==> src/rtl/fb_pal_lookup.sv <==
// Palette lookup for the video path: 8-bit colour indices in, 32-bit ARGB out.
// Sync/blank/border sideband travels alongside the palette RAM read so the output stays aligned.
module fb_pal_lookup #(
   parameter int RAM_LATENCY = 2,
   parameter int IDX_WIDTH   = 8,
   parameter int BANK_WIDTH  = 3
) (
   input  logic                            clk,
   input  logic                            rst_n,
   input  logic                            pix_valid_i,
   input  logic [IDX_WIDTH-1:0]            pix_idx_i,
   input  logic                            hsync_i,
   input  logic                            vsync_i,
   input  logic                            blank_i,
   input  logic                            border_i,
   input  logic [BANK_WIDTH-1:0]           bank_i,
   input  logic                            bypass_i,
   input  logic [31:0]                     border_color_i,
   output logic                            ram_en_o,
   output logic [BANK_WIDTH+IDX_WIDTH-1:0] ram_addr_o,
   input  logic [31:0]                     ram_dout_i,
   output logic [31:0]                     rgb_o,
   output logic                            valid_o,
   output logic                            hsync_o,
   output logic                            vsync_o,
   output logic                            blank_o,
   output logic [BANK_WIDTH-1:0]           bank_active_o,
   output logic                            bank_pending_o
);

   // state   | meaning
   // IDLE    | bank_i matches the active bank
   // PENDING | a new bank is requested, waiting for the next vsync rising edge
   typedef enum logic {IDLE, PENDING} bank_state_t;

   typedef struct packed {
      logic                 valid;
      logic                 hsync;
      logic                 vsync;
      logic                 blank;
      logic                 border;
      logic                 bypass;
      logic [IDX_WIDTH-1:0] idx;
   } sb_t;

   bank_state_t           bank_state;
   logic [BANK_WIDTH-1:0] bank_active;
   logic                  vsync_q;
   sb_t                   sb_q [RAM_LATENCY+1];
   sb_t                   sb_out;
   logic                  out_valid;

   assign bank_active_o  = bank_active;
   assign bank_pending_o = (bank_state == PENDING);

   always_ff @(posedge clk or negedge rst_n) begin
      if (!rst_n) begin
         bank_state  <= IDLE;
         bank_active <= '0;
         vsync_q     <= 1'b0;
      end else begin
         vsync_q <= vsync_i;
         if (vsync_i && !vsync_q) begin
            bank_active <= bank_i;
            bank_state  <= IDLE;
         end else begin
            bank_state <= (bank_i != bank_active) ? PENDING : IDLE;
         end
      end
   end

   // S0: issue the read with the bank as it stood before any update on this same edge
   always_ff @(posedge clk or negedge rst_n) begin
      if (!rst_n) begin
         ram_en_o   <= 1'b0;
         ram_addr_o <= '0;
      end else begin
         ram_en_o <= pix_valid_i & ~blank_i & ~border_i & ~bypass_i;
         if (pix_valid_i && !blank_i && !border_i && !bypass_i)
            ram_addr_o <= {bank_active, pix_idx_i};
      end
   end

   // Entry 0 is aligned with S0; the last entry is aligned with ram_dout_i
   always_ff @(posedge clk or negedge rst_n) begin
      if (!rst_n) begin
         for (int i = 0; i <= RAM_LATENCY; i++)
            sb_q[i] <= '0;
      end else begin
         sb_q[0] <= '{valid:  pix_valid_i,
                      hsync:  hsync_i,
                      vsync:  vsync_i,
                      blank:  blank_i,
                      border: border_i,
                      bypass: bypass_i,
                      idx:    pix_idx_i};
         for (int i = 1; i <= RAM_LATENCY; i++)
            sb_q[i] <= sb_q[i-1];
      end
   end

   assign sb_out    = sb_q[RAM_LATENCY];
   assign out_valid = sb_out.valid & ~sb_out.blank;

   always_ff @(posedge clk or negedge rst_n) begin
      if (!rst_n) begin
         rgb_o   <= '0;
         valid_o <= 1'b0;
         hsync_o <= 1'b0;
         vsync_o <= 1'b0;
         blank_o <= 1'b0;
      end else begin
         valid_o <= out_valid;
         hsync_o <= sb_out.hsync;
         vsync_o <= sb_out.vsync;
         blank_o <= sb_out.blank;
         if (!out_valid)
            rgb_o <= '0;
         else if (sb_out.border)
            rgb_o <= border_color_i;
         else if (sb_out.bypass)
            rgb_o <= {8'hFF, sb_out.idx, sb_out.idx, sb_out.idx};
         else
            rgb_o <= ram_dout_i;
      end
   end

endmodule

==> config.mk <==
export PLATFORM = sky130hd
export DESIGN_NAME = fb_pal_lookup
export DESIGN_NICKNAME = d
export VERILOG_FILES = /design/src/rtl/fb_pal_lookup.sv
export SDC_FILE = /design/constraint.sdc
export NUM_CORES = 1
export LEC_CHECK = 0
export CORE_MARGIN = 2
export CORE_UTILIZATION = 25
export CTS_BUF_LIST = sky130_fd_sc_hd__clkbuf_4
export CTS_CLUSTER_DIAMETER = 60
export DETAILED_ROUTE_END_ITERATION = 10
export MAX_ROUTING_LAYER = met4
export PLACE_DENSITY = 0.5
export SLEW_MARGIN = 20
export SYNTH_ARGS = -nofsm -noshare
export SYNTH_HDL_FRONTEND = slang
export SYNTH_SLANG_ARGS = --single-unit
==> constraint.sdc <==
create_clock -name clk -period 2.52 [get_ports clk]
set_input_delay 0.252 -clock clk [delete_from_list [all_inputs] [get_ports clk]]
set_output_delay 0.252 -clock clk [all_outputs]
set_load 0.05 [all_outputs]
# Word-level counts from Yosys, hierarchy flattened
# Cells that the tools add are included.
[word_totals]
reg_bits = 94
inputBits = 83
out_inout_bits = 52
wordCells = 52
[classes]
n_eq_ne = 1
muxes = 5
bitwise_logic = 8
reduce_logical = 8
[op_table]
columns = ["cell", "count"]
rows = [
  ["$mux 32", 3],
  ["$and 1x1->1", 4],
  ["$logic_and 1x1->1", 4],
  ["$logic_not 1->1", 4],
  ["$not 1->1", 4],
  ["$ne 3x3->1", 1],
  ["$mux 1", 2],
]

# Logic depth before layout (Yosys ltp)
[logic_depth]
ltp_word = 4
ltp_mapped = 4
depth_no_buf = 2

# Worst setup path after synthesis
# No wires, ideal clock.
[synth_path]
path_kind = "input to register"
start = "in blank_i"
end = "reg ram_addr_o[1]"
setup_ps = 125
arrival_time_ps = 1072
required_time_ps = 2395
path_slack_ps = 1323
cell_stages = 3
n_path_buf = 1
cell_sequence = "nor4b_4 -> buf_6 -> mux2_2"
[synth_via]
elab_chain_cells = 4
[synth_rtl]
columns = ["item", "line_no", "rtl"]
rows = [
  ["start, declared", "14", "input logic blank_i,"],
  ["$logic_not 1->1", "79", "if (pix_valid_i && !blank_i && !border_i && !bypass_i)"],
  ["$logic_and 1x1->1 (3 in series)", "79", ""],
  ["end signal, assigned", "80", "ram_addr_o <= {bank_active, pix_idx_i};"],
  ["end, declared", "20", "output logic [BANK_WIDTH+IDX_WIDTH-1:0] ram_addr_o,"],
]
# No other way between the ends.
# A chain may end at the register's enable or synchronous reset.

# Worst setup path after layout
[layout_path]
start = "reg bank_active[0], in the netlist bank_active_o[0]"
end = "out bank_active_o[0]"
[layout_lines]
columns = ["item", "line_no", "rtl"]
rows = [
  ["start, declared", "47", "logic [BANK_WIDTH-1:0] bank_active;"],
  ["start signal, assigned", "64", "bank_active <= bank_i;"],
  ["end, declared", "27", "output logic [BANK_WIDTH-1:0] bank_active_o,"],
]
# No word-level cell between the ends.

==> impl_metrics.toml <==
[yosys]
avgSynthCellArea_sq_um = 14.90
synth_largest_area_cell = "dfrtp_1"
netlist_area_sq_um = 3382
sequential_share_of_the_synthesized_area_pct = 69.55
yosys.area.top_type_share_pct = 69.55
synth_cells = 227
syn_nets = 310
ys.warnings.count = 0
yosys.cell_types.count = 14
synth.ff_latch_count = 94
yosys-top-cells-area = "dfrtp_1 (70%), o311a_1 (9.5%), nand2b_1 (4.8%), nor2b_1 (4.8%), mux2_2 (4.7%)"

[timing]
unrepaired_setup_endpoints_after_global_routing = "no"
fin_worst_hold_slack_ns = 0.2393
setup-tns-final_ns = 0
setup-violations-final = 0
max_freq_mhz = 511.8
post-route-period-util_pct = 77.54
finalHoldViolations = 0
final_max_slew_viol_count = 0
clock_skew_ns = 0.01661
tightestPinTransition_ns = 0.7063
period_needed_ns = 1.954
worst_slew_margin_rel_pct = 52.91

[cells_and_area]
fillers = 1312
layoutNonFillerInstCount = 546
layout_commonest_cell = "clkdlybuf4s50_1"
leading_cell_types_in_the_layout_fill_and_taps_excluded = "clkdlybuf4s50_1 (133), dfrtp_1 (93), o311a_1 (32)"
areaGrowthSynthToFinish_pct = 50.76
nNetsFinal = 448
antenna-diode-count = 0
drive_gt1_share_pct = 11.35
postLayoutCoreUtil_pct = 38.50

[pwr]
switching_share_pct = 31.48
power_frac_comb_pct = 24.0
power.ir.vdd_worst_v = 0.0004273
p_int_mw = 2.283
p_switching_mw = 1.049
pwr-share-seq_pct = 50.4
share_clk_of_total_power_pct = 25.6
cellLeakagePower_nw = 2.169
pwr_cell_area_nw_per_um2 = 653.4
power_mw = 3.331

[clock_tree]
clk_latency_ns = 0.45
clk_pin_slew_worst_paths_ns = 0.15
root_buffer_cell = "clkbuf_4"
cts_made_buffers = 9
post_cts_buffers = 0
tritoncts_num_sinks = 94
cts_hold_buffers = 1
tritoncts = "yes"
ctsHtreeMaxLevel = 3
cts-resized-gates = 0
clock_tree.buffer_depth = 2

[grt]
grt_util_met2_pct = 20.17
grt_most_used_layer = "met2"
grt.total_usage_pct = 12.62
grt.met1_usage_pct = 15.10
first_global_vias = 2593
globalRoute.totalOverflow = 0
grt_antenna_before_repair = 0
pin_count_of_the_biggest_net_entering_global_routing = 53
groute.layer.met3.usage_pct = 4.057
first_pass_grt_wire_length_mm = 13.54

[floorplan]
placementRows = 42
initial_utilization_pct = 25.54
fp.dieH_um = 120.3
die_area_sq_um = 14470
placeableCoreArea_sq_um = 13240
ios = 135
die_width_um = 120.3

[min_path]
min_path_type = "input port to register"

[setup_path]
required_ns = 2.27
critical_path.cell_chain = "clkdlybuf4s50_1"
critPathBufInv = 1
crit_path_max_incr_delay_ns = 0.83
critical-path-top-delay-family = "buffers and inverters"
timing.setup.critical_path_class = "register to primary output"
critical_path_arrival_ns = 1.70
start_kind = "register"
critical_path.endpoint_type = "primary output"
setup.reg_to_reg.worst_slack_ns = 0.91
crit_fanout = 4
cpMaxStageDelayCell = "clkdlybuf4s50_1"

[run_status]
outcome = "complete, no violations"

[routing]
vias = 2287
detail_route.wl_per_cell_um = 15.44
ant_nets = 0
wirelength_mm = 8.429
avgViaCountPerCell = 4.189
drc_violation_total_after_the_first_tritonroute_iteration = 103
drt_first_pass_iters = 4
drt_drc_violations_left = 0

[place]
place_inst = 529
port-buffer-count = 134
half_perimeter_wire_length_after_detailed_placement_mm = 5.873
gp_routability_congestion = 0.7207

[job]
max-cap-violations = 0
power by group through the flow:
stage	clock network, mW	registers (mW)	logic (mW)
global route	0.954	1.70	0.848
global placement	0	1.71	0.805
floorplan	0	1.99	0.150
finish	0.851	1.68	0.800
CTS	0.911	1.68	0.813
detailed placement	0	1.71	0.808
state kept, by name (all words and copies together) (netlist names), 3 cells and up:
signal         flops
rgb_o             32
ram_addr_o        11
sb_out            14
bank_active_o      3
sb_q              28
cells by family (layout without fill, tap and decap cells):
group / count (synthesis) / count (layout) / share of synthesized area, %
buffers and inverters: 16 / 159 / 2.220
AND/OR/NAND/NOR: 67 / 67 / 13.13
flip-flops: 94 / 94 / 69.55
XOR/XNOR: 3 / 3 / 0.7771
multiplexers: 14 / 14 / 4.661
AO/OA/AOI/OAI: 33 / 33 / 9.656
stage by stage:
| stage | instance area, sq um | setup slack, ns |
|---|---|---|
| 2_1_floorplan | 3382 | 1.323 |
| 3_3_place_gp | 4942 | 0.7989 |
| 3_5_place_dp | 4942 | 0.7779 |
| 4_1_cts | 5099 | 0.5061 |
| 5_1_grt | 5099 | 0.4425 |
| 6_report | 5099 | 0.5659 |
cell usage after synthesis:
master    number
a31oi_1        1
and2_1         8
buf_2          3
buf_4          1
buf_6          1
clkbuf_1      11
dfrtp_1       94
mux2_2        14
nand2b_1      26
nor2b_1       26
nor4b_4        1
o311a_1       32
or2b_1         6
xnor2_1        3
final timing paths:
path,startpoint,end,cells after the start
worst max register to register,sb_out[8],rgb_o[2],3
worst min-delay path,hsync_i,sb_q[40],1
max in group asynchronous,rst_n,rgb_o[7],3
worst min register to register,sb_q[30],sb_q[16],0
worst max-delay path,bank_active_o[0],bank_active_o[0],1
min in group asynchronous,rst_n,rgb_o[18],2
cell type report:
| cell class | count | area, sq um | area share, % |
|---|---|---|---|
| Clock buffer | 9 | 67.56 | 1.325 |
| Clock inverter | 7 | 78.83 | 1.546 |
| Multi-Input combinational cell | 117 | 957.2 | 18.77 |
| Sequential cell | 94 | 2354 | 46.16 |
| Tap cell | 176 | 220.2 | 4.319 |
| Timing Repair Buffer | 143 | 1421 | 27.88 |
per-layer routing:
| layer | wire length, um | vias up | part of all wire (%) |
|---|---|---|---|
| met3 | 580 | 12 | 6.9 |
| met5 | 0 | - | 0 |
| li1 | - | 1075 | - |
| met1 | 3669 | 1110 | 44 |
| met2 | 4026 | 90 | 48 |
| met4 | 153 | 0 | 1.8 |
No activity file was read; power rests on OpenSTA's default activity.
